**config.mk**
```make
export PLATFORM = sky130hd
export DESIGN_NAME = frame_writer
export DESIGN_NICKNAME = d
export VERILOG_FILES = /design/src/rtl/frame_writer.sv
export SDC_FILE = /design/constraint.sdc
export NUM_CORES = 1
export LEC_CHECK = 0
export ABC_AREA = 1
export CAP_MARGIN = 20
export CORE_ASPECT_RATIO = 1.25
export CORE_MARGIN = 2
export CORE_UTILIZATION = 31
export DETAILED_ROUTE_END_ITERATION = 8
export GPL_ROUTABILITY_DRIVEN = 0
export PLACE_DENSITY = 0.54
export SYNTH_ARGS = -nofsm -noshare
export SYNTH_HDL_FRONTEND = slang
export SYNTH_SLANG_ARGS = --single-unit
```
**constraint.sdc**
```tcl
create_clock -name clock -period 16.85 [get_ports clock]
set_input_delay 3.37 -clock clock [delete_from_list [all_inputs] [get_ports clock]]
set_output_delay 3.37 -clock clock [all_outputs]
set_load 0.005 [all_outputs]
```
**src/rtl/frame_writer.sv**
```systemverilog
// frame_writer: packs a raster stream of 8-bit palette indices into 128-bit words
// and writes them, one buffered word at a time, into the SDRAM back buffer.
module frame_writer #(
   parameter logic [21:0] ADDR1   = 22'h100000,
   parameter logic [21:0] ADDR2   = 22'h200000,
   parameter int          H_WORDS = 40,
   parameter int          V_LINES = 480
) (
   input  logic         clock,
   input  logic         reset,
   input  logic         start,
   input  logic         frame_flip,
   input  logic         pix_valid,
   output logic         pix_ready,
   input  logic [7:0]   pix_index,
   output logic         sdram_wr,
   output logic [21:0]  sdram_addr,
   output logic [127:0] sdram_wdata,
   input  logic         sdram_ac,
   input  logic         sdram_Wait,
   output logic         busy,
   output logic         done
);
   localparam logic [14:0] LAST_WORD = 15'(H_WORDS * V_LINES - 1);
   typedef enum logic [1:0] {IDLE, FILL, FLUSH, DONE} state_t;
   state_t        state;
   logic [21:0]   base;
   logic [3:0]    pcnt;
   logic [14:0]   wcnt;
   logic [119:0]  pack;
   logic          full;
   logic          ack;
   logic          accept;
   logic          load;
   // sdram_addr/sdram_wdata double as the single-entry write buffer
   assign ack       = sdram_wr & sdram_ac;
   assign pix_ready = (state == FILL) & ~(&pcnt & full & ~ack);
   assign accept    = pix_valid & pix_ready;
   assign load      = accept & (&pcnt);
   assign busy      = (state == FILL) | (state == FLUSH);
   assign done      = state == DONE;
   always_ff @(posedge clock or posedge reset)
      if (reset) begin
         state       <= IDLE;
         base        <= '0;
         pcnt        <= '0;
         wcnt        <= '0;
         pack        <= '0;
         full        <= 1'b0;
         sdram_wr    <= 1'b0;
         sdram_addr  <= '0;
         sdram_wdata <= '0;
      end else begin
         if (accept) pcnt <= pcnt + 4'd1;
         if (accept & ~&pcnt) pack[{pcnt, 3'b000} +: 8] <= pix_index;
         if (load) begin
            sdram_wdata <= {pix_index, pack};
            sdram_addr  <= base + {7'd0, wcnt};
            wcnt        <= wcnt + 15'd1;
         end
         full     <= load | (full & ~ack);
         sdram_wr <= sdram_wr ? ~sdram_ac : full & ~sdram_Wait;
         case (state)
            IDLE:
               if (start) begin
                  state <= FILL;
                  base  <= frame_flip ? ADDR2 : ADDR1;
                  pcnt  <= '0;
                  wcnt  <= '0;
               end
            FILL:    if (load && wcnt == LAST_WORD) state <= FLUSH;
            FLUSH:   if (ack) state <= DONE;
            default: state <= IDLE;
         endcase
      end
endmodule

```
==> results of run 1 <==
[how the worst min path moves through the flow]
stage / endpoint / slack (ps) / cells after the start
after CTS: sdram_wdata[58] / 470 / 2
after global placement: sdram_wdata[88] / 450 / 2
after detailed placement: sdram_wdata[75] / 460 / 2
final: sdram_wdata[90] / 470 / 2
after floorplan: pack[16] / 440 / 2
after global routing: sdram_wdata[43] / 490 / 2
[power breakdown]
part	total, µW	internal [µW]	switching [µW]
sequential	834	782	51.3
clock	708	435	272
combinational	306	83.5	223
[registers in the layout, indices dropped and copies added, names as in the netlist]
register,flops
base,2
full,1
pack,120
pcnt,4
sdram_addr,17
sdram_wdata,128
sdram_wr,1
state,2
wcnt,15
[worst register-to-register path, delay by kind of cell, from the launching register on]
kind / cells / cell delay [ps]
AND/OR/NAND/NOR: 8 / 1590
buffers and inverters: 2 / 1490
flip-flops: 1 / 660
adder cells (fa/ha/maj): 1 / 400
[synthesized netlist by cell type (2+ instances only)]
| library cell | n |
|---|---|
| nand2_1 | 575 |
| dfrtp_1 | 290 |
| o21ai_0 | 125 |
| inv_1 | 74 |
| nor2_1 | 65 |
| nand3_1 | 64 |
| clkbuf_1 | 33 |
| nor3_1 | 20 |
| buf_2 | 13 |
| buf_4 | 13 |
| a21oi_1 | 12 |
| ha_1 | 8 |
| nand4_1 | 6 |
| nor2_2 | 5 |
| xor2_1 | 5 |
| nand4_2 | 4 |
| clkinv_1 | 3 |
| nand2_2 | 2 |
| nand3b_1 | 2 |
[per-stage QoR]
stage	cell area (µm²)	instances	setup WS (ps)
global route	14900	1989	8440
floorplan	11800	1335	5470
finish	14900	1989	8570
detailed placement	13800	1931	8570
global placement	13800	1931	8540
CTS	14800	1986	8560
[cell families after synthesis]
kind of cell | Yosys count | synth area share
compound gates | 140 | 0.0603
xor+xnor | 6 | 0.00511
fa+ha+maj | 8 | 0.00852
buf+inv | 139 | 0.0508
flops | 290 | 0.618
other cells | 1 | 0.000319
simple gates | 747 | 0.257
[layer usage]
layer / part of all wire / vias up / wire length [µm]
li1: - / 4481 / -
met1: 0.44 / 4315 / 13900
met2: 0.50 / 174 / 15900
met3: 0.033 / 41 / 1050
met4: 0.024 / 0 / 753
met5: 0 / - / 0
[area by class of cell]
type | instances | area (µm²) | share of cell area
sequential | 290 | 7260 | 0.488
inverter | 79 | 308 | 0.0207
clock buffer | 45 | 918 | 0.0617
tap | 486 | 608 | 0.0409
multi-input combinational | 906 | 3920 | 0.263
antenna | 2 | 5.00 | 0.000336
clock inverter | 10 | 155 | 0.0104
timing repair buffer | 171 | 1710 | 0.115
==> results.json, run 1 <==
{
  "cts_max_level": 1,
  "first_pass_iters": 5,
  "final-setup-viol-count": 0,
  "min_path_type": "reg2reg",
  "hold_viol_final": 0,
  "required_ps": 13480,
  "fp-row-count": 79,
  "netlist.area_leader.share": 0.618,
  "fp.coreArea_um2": 37300,
  "synthFlopType": "dfrtp_1",
  "cp_data_arrival_time_ps": 4910,
  "viasPerCell": 4.53,
  "worstSetupStartpointType": "primary input",
  "path_clk_slew_ps": 60,
  "p_leak_uw": 0.00734,
  "grt-busiest-layer": "met2",
  "ys_warn_count": 0,
  "cts.path.max_buffers": 3,
  "cts_resized": 0,
  "wl_um": 31600,
  "ioPinCount": 169,
  "cts_buffers": 30,
  "fin_util": 0.399,
  "relSlewSlack": 0.346,
  "layout_commonest_cell": "nand2_1",
  "synth_cells": 1331,
  "grt_antenna_before_repair": 2,
  "grt_setup_unrepaired": "no",
  "ys_async_sr_fraction": 1.00,
  "start_util": 0.315,
  "grt_pass1_wl_um": 50600,
  "post_cts_buffers": 0,
  "portBuffers": 163,
  "worst_slew_pin_slew_ps": 981,
  "cp-end-kind": "primary output",
  "crit_slowest_cell": "clkdlybuf4s50_1",
  "fillers": 3780,
  "critical_path.endpoint": "pix_ready",
  "status": "finished, final reports clean",
  "drv_slew": 0,
  "layout_common_cells": "575 x nand2_1, 290 x dfrtp_1, 163 x clkdlybuf4s50_1",
  "synth-edff-count": 0,
  "die_w_um": 178,
  "final.min_clock_period_ps": 8280,
  "cap_violations": 0,
  "overflow": 0,
  "fin_hold_ws_ps": 468,
  "dp_hpwl_um": 21200,
  "grt_use_met3": 0.0168,
  "final.setup.tns_ps": 0,
  "nets": 1501,
  "ant_nets": 0,
  "via_count": 9011,
  "wl_per_cell_um": 15.9,
  "drive_above_1_share": 0.0520,
  "fmax_mhz": 121,
  "synth_area_leaders": "dfrtp_1 62%, nand2_1 18%, o21ai_0 5.3%",
  "syn_area_um2": 11700,
  "r2r_end": "state[0]",
  "die-area_um2": 39500,
  "yosysSeqAreaShare": 0.618,
  "clkSinkCount": 290,
  "die_h_um": 222,
  "period_share": 0.491,
  "grtUsageMet1": 0.209,
  "r2r-start": "pcnt[0]",
  "hold_start": "pack[90]",
  "crit_cells": 6,
  "cts_tree": "done",
  "synth.distinct_cells": 31,
  "avgSynthCellArea_um2": 8.82,
  "use_met2": 0.283,
  "reg2reg_slack_ps": 12610,
  "p_per_area_nw_per_um2": 124,
  "area_delta_synth_final_pct": 26.7,
  "grt_max_degree": 137,
  "cpPeakStageDelay_ps": 550,
  "cts_root_buf": "clkbuf_16",
  "clk_latency_ps": 560,
  "p_total_uw": 1850,
  "synth-seq-cells": 290,
  "path_class": "in2out",
  "crit_family": "buffers and inverters",
  "path_max_fanout": 4,
  "finalClockSkew_ps": 11.3,
  "drc": 0,
  "grt.total_usage": 0.162,
  "crit_path_start": "sdram_ac",
  "worstPathCellList": "clkdlybuf4s50_1 > nand2_1 > nand2_1 > inv_1 > a21boi_0 > clkdlybuf4s50_1",
  "cp_num_buf_inv": 3,
  "grt_pass1_vias": 9078,
  "synth_top_area_cell": "dfrtp_1",
  "peakVddDrop_uv": 70.6,
  "reg2reg_depth": 11,
  "drt_iter0_drc": 604,
  "ctsHoldBuffers": 0
}
Note: power is estimated with default switching activity, not from simulation.
==> run 2, diff against run 1 <==
--- a/config.mk
+++ b/config.mk
@@ -12,7 +12,7 @@
 export CORE_UTILIZATION = 31
 export DETAILED_ROUTE_END_ITERATION = 8
 export GPL_ROUTABILITY_DRIVEN = 0
-export PLACE_DENSITY = 0.54
+export PLACE_DENSITY = 0.56
 export SYNTH_ARGS = -nofsm -noshare
 export SYNTH_HDL_FRONTEND = slang
 export SYNTH_SLANG_ARGS = --single-unit
==> constraint.sdc (replaced) <==
create_clock -name clock -period 7.4 [get_ports clock]
set_input_delay 1.48 -clock clock [delete_from_list [all_inputs] [get_ports clock]]
set_output_delay 1.48 -clock clock [all_outputs]
set_load 0.005 [all_outputs]
==> results.json, run 2 (synthesized netlist as in run 1, its figures left out) <==
{
  "placed_cells": 1932,
  "ctsHoldBuffers": 0,
  "wl_per_cell_um": 16.0,
  "grt_max_degree": 176,
  "fillers": 3753,
  "final_cells": 1989,
  "drv_slew": 0,
  "reg_top3": "sdram_wdata (128), pack (120), sdram_addr (17)",
  "final.setup.tns_ps": 0,
  "cts_max_level": 1,
  "fmax_mhz": 220,
  "setup_slack_ps": 2860,
  "wl_um": 31800,
  "relSlewSlack": 0.361,
  "seq_area_um2": 7260,
  "cts_buffers": 30,
  "nets": 1502,
  "path_class": "in2out",
  "dpl_cell_area_um2": 13800,
  "viasPerCell": 4.51,
  "p_leak_uw": 0.00735,
  "cts.path.max_buffers": 3,
  "final_area_um2": 14900,
  "n_antenna_cell": 0,
  "layout_common_cells": "575 x nand2_1, 290 x dfrtp_1, 163 x clkdlybuf4s50_1",
  "worstSetupStartpointType": "primary input",
  "drive_above_1_share": 0.0519,
  "area_delta_synth_final_pct": 26.9,
  "portBuffers": 163,
  "final-setup-viol-count": 0,
  "fp-row-count": 79,
  "worst_slew_pin_slew_ps": 958,
  "largest_register_ffs": 128,
  "die_w_um": 178,
  "grt_pass1_wl_um": 50800,
  "p_seq_frac": 0.448,
  "post_cts_buffers": 0,
  "first_pass_iters": 5,
  "p_sw_uw": 1250,
  "clk_latency_ps": 560,
  "fp.coreArea_um2": 37300,
  "ant_nets": 0,
  "drc": 0,
  "top_register": "sdram_wdata",
  "cp_data_arrival_time_ps": 3060,
  "finalClockSkew_ps": 11.6,
  "overflow": 0,
  "reg2reg_slack_ps": 3780,
  "die_h_um": 222,
  "cts_root_buf": "clkbuf_16",
  "start_util": 0.315,
  "multi_input_area_um2": 3920,
  "dp_slack_ps": 2850,
  "status": "finished, final reports clean",
  "cts_resized": 0,
  "p_per_area_nw_per_um2": 284,
  "hold_viol_final": 0,
  "peakVddDrop_uv": 171,
  "swShare": 0.295,
  "required_ps": 5920,
  "cap_violations": 0,
  "min_path_type": "reg2reg",
  "grt_setup_unrepaired": "no",
  "die-area_um2": 39500,
  "cp-end-kind": "primary output",
  "grt_pass1_vias": 9078,
  "drt_iter0_drc": 515,
  "fin_hold_ws_ps": 469,
  "clkSinkCount": 290,
  "dp_hpwl_um": 21500,
  "cts_tree": "done",
  "grt_antenna_before_repair": 0,
  "path_max_fanout": 4,
  "period_share": 0.614,
  "p_comb_frac": 0.165,
  "ioPinCount": 169,
  "via_count": 8976,
  "clkPwrFrac": 0.388,
  "grt.total_usage": 0.164,
  "path_clk_slew_ps": 60,
  "layout_commonest_cell": "nand2_1",
  "power.internal_uw": 2980,
  "final.min_clock_period_ps": 4540
}
[run 2: changes by cell type in the layout (fill, tap and decap cells not counted), sizes merged]
cell / change
inv: -1
bufinv: +1
clkinv: +1
diode: -2
buf: +1
[run 2: worst max-delay path: stages]
cell	delay [ps]
clkdlybuf4s50_1	460
nand2_1	80
nand2_1	160
inv_1	70
a21boi_0	250
clkdlybuf4s50_1	560
[run 2: area by class of cell]
| class | instances | area share |
|---|---|---|
| Inverter | 79 | 0.0204 |
| Sequential cell | 290 | 0.487 |
| Tap cell | 486 | 0.0408 |
| Clock buffer | 45 | 0.0603 |
| Clock inverter | 11 | 0.0123 |
| Multi-Input combinational cell | 906 | 0.263 |
| Timing Repair Buffer | 172 | 0.116 |
[run 2: metal layers]
layer | track usage | share of wire | wire, µm | vias up
met4 | 0.0402 | 0.017 | 531 | 0
li1 | - | - | - | 4465
met5 | 0 | 0 | 0 | -
met2 | 0.289 | 0.51 | 16200 | 183
met3 | 0.0216 | 0.040 | 1270 | 32
met1 | 0.211 | 0.43 | 13700 | 4296
[run 2: final timing paths]
check / from / to / cells past startpoint
hold / removal: pack[11] / sdram_wdata[11] / 2
setup reg to reg: pcnt[0] / sdram_wdata[102] / 8
max in group asynchronous: reset / wcnt[14] / 3
min in group asynchronous: reset / sdram_wdata[63] / 2
hold reg to reg: pack[11] / sdram_wdata[11] / 2
setup / recovery: sdram_ac / pix_ready / 6
[run 2: stage by stage]
| step | total power (µW) | util |
|---|---|---|
| 4_1_cts | 4280 | 0.399 |
| 3_5_place_dp | 2620 | 0.370 |
| 2_1_floorplan | 2400 | - |
| 3_3_place_gp | 2600 | 0.370 |
| 6_report | 4230 | 0.400 |
| 5_1_grt | 4460 | 0.400 |
[run 2: power groups by stage]
stage / Sequential, µW / Combinational, µW / Clock, µW
finish: 1890 / 697 / 1640
global route: 1920 / 797 / 1750
CTS: 1890 / 706 / 1680
detailed placement: 1920 / 703 / 0
global placement: 1920 / 688 / 0
floorplan: 1880 / 524 / 0
==> run 3, diff against run 2 <==
==> constraint.sdc (replaced) <==
create_clock -name clock -period 3.95 [get_ports clock]
set_input_delay 0.79 -clock clock [delete_from_list [all_inputs] [get_ports clock]]
set_output_delay 0.79 -clock clock [all_outputs]
set_load 0.005 [all_outputs]
==> results.json, run 3 (synthesized netlist as in run 1, its figures left out) <==
{
  "period_share": 0.881,
  "start_util": 0.315,
  "grt.total_usage": 0.163,
  "largest_register_ffs": 128,
  "p_leak_uw": 0.00734,
  "worstSetupStartpointType": "flip-flop",
  "final_cells": 1989,
  "cts_root_buf": "clkbuf_16",
  "drv_slew": 0,
  "cp-end-kind": "primary output",
  "fillers": 3757,
  "dpl_cell_area_um2": 13800,
  "first_pass_iters": 5,
  "n_antenna_cell": 0,
  "worstPathCellList": "ha_1 > nand2_1 > nor2_1 > a21boi_0 > clkdlybuf4s50_1",
  "peakVddDrop_uv": 289,
  "cts_buffers": 30,
  "fp-row-count": 79,
  "fp.coreArea_um2": 37300,
  "grt_setup_unrepaired": "no",
  "die-area_um2": 39500,
  "die_w_um": 178,
  "post_cts_buffers": 0,
  "required_ps": 3160,
  "r2r_end": "pack[35]",
  "placed_cells": 1933,
  "cp_data_arrival_time_ps": 2690,
  "multi_input_area_um2": 3920,
  "nets": 1502,
  "seq_area_um2": 7260,
  "min_path_type": "reg2reg",
  "path_class": "reg2out",
  "drive_above_1_share": 0.0539,
  "cap_violations": 0,
  "routed-wl-met3_um": 1390,
  "final_area_um2": 14900,
  "ctsHoldBuffers": 0,
  "grt_pass1_wl_um": 50800,
  "status": "finished, final reports clean",
  "top_register": "sdram_wdata",
  "viasPerCell": 4.53,
  "dp_hpwl_um": 21200,
  "cts_max_level": 1,
  "portBuffers": 163,
  "p_per_area_nw_per_um2": 528,
  "final-setup-viol-count": 0,
  "fmax_mhz": 287,
  "cts.path.max_buffers": 3,
  "r2r-start": "pcnt[0]",
  "wl_per_cell_um": 15.9,
  "wl_met1_um": 13700,
  "layout_common_cells": "575 x nand2_1, 290 x dfrtp_1, 163 x clkdlybuf4s50_1",
  "cts_resized": 0,
  "die_h_um": 222,
  "final.min_clock_period_ps": 3480,
  "cpPeakStageDelay_ps": 660,
  "path_clk_slew_ps": 60,
  "grt_pass1_vias": 8942,
  "drt_iter0_drc": 667,
  "worst_slew_pin_slew_ps": 888,
  "reg_top3": "sdram_wdata (128), pack (120), sdram_addr (17)",
  "wl_um": 31700,
  "grt_antenna_before_repair": 0,
  "via_count": 9017,
  "final.setup.tns_ps": 0,
  "clk_latency_ps": 560,
  "area_delta_synth_final_pct": 26.8,
  "top_layer_used": "met4",
  "overflow": 0,
  "reg2reg_slack_ps": 1160,
  "grt_max_degree": 204,
  "met2WireLength_um": 15900,
  "cts_tree": "done",
  "drc": 0,
  "crit_path_start": "pcnt[0]",
  "clkSinkCount": 290,
  "finalClockSkew_ps": 9.38,
  "path_max_fanout": 12,
  "reg2reg_depth": 8,
  "layout_commonest_cell": "nand2_1",
  "crit_slowest_cell": "dfrtp_1",
  "hold_viol_final": 0,
  "ant_nets": 0,
  "ioPinCount": 169,
  "relSlewSlack": 0.408,
  "critical_path.endpoint": "pix_ready"
}
run 3: cell count changes in the layout (fill, tap and decap cells not counted), moves of 2 or more:
cell        previous run  this run
buf_12                 1         3
clkbuf_1               7         4
clkinv_2               6         8
clkinvlp_4             2         4
run 3: through the flow:
step | total power (µW) | utilization | hold slack (ps) | setup WS [ps]
detailed placement | 4930 | 0.371 | 456 | 801
global route | 8300 | 0.399 | 489 | 308
global placement | 4890 | 0.371 | 456 | 749
floorplan | 4500 | - | 442 | -687
finish | 7860 | 0.399 | 469 | 469
CTS | 7970 | 0.399 | 472 | 450
run 3: how the worst min path moves through the flow:
stage	to	startpoint	slack (ps)	cells after the start
CTS	sdram_wdata[54]	pack[54]	470	2
floorplan	pack[16]	pack[16]	440	2
global placement	sdram_wdata[6]	pack[6]	460	2
global route	sdram_wdata[67]	pack[67]	490	2
detailed placement	sdram_wdata[29]	pack[29]	460	2
finish	sdram_wdata[54]	pack[54]	470	2
run 3: cell type report:
class | count | share of cell area
flip-flops and latches | 290 | 0.488
multi-input cells | 906 | 0.263
repair buffers | 172 | 0.117
clock buffers | 41 | 0.0587
well taps | 486 | 0.0409
inverters | 79 | 0.0204
clock inverters | 15 | 0.0125
run 3: power breakdown:
group          switching (µW)  internal (µW)
Clock                    1190           1810
Combinational             944            376
Sequential                208           3340
run 3: worst max-delay path, delay by kind of cell (launching register included):
kind                       cells  cell delay, ps
and+or+nand+nor                2             390
DFF                            1             660
AOI/OAI and AO/OA              1             190
buffers and inverters          1             480
adders and majority gates      1             420
run 3: layer usage:
metal	vias to the layer above	track usage
met5	-	0
met4	0	0.0447
met3	38	0.0259
met2	182	0.283
met1	4313	0.210
li1	4484	-
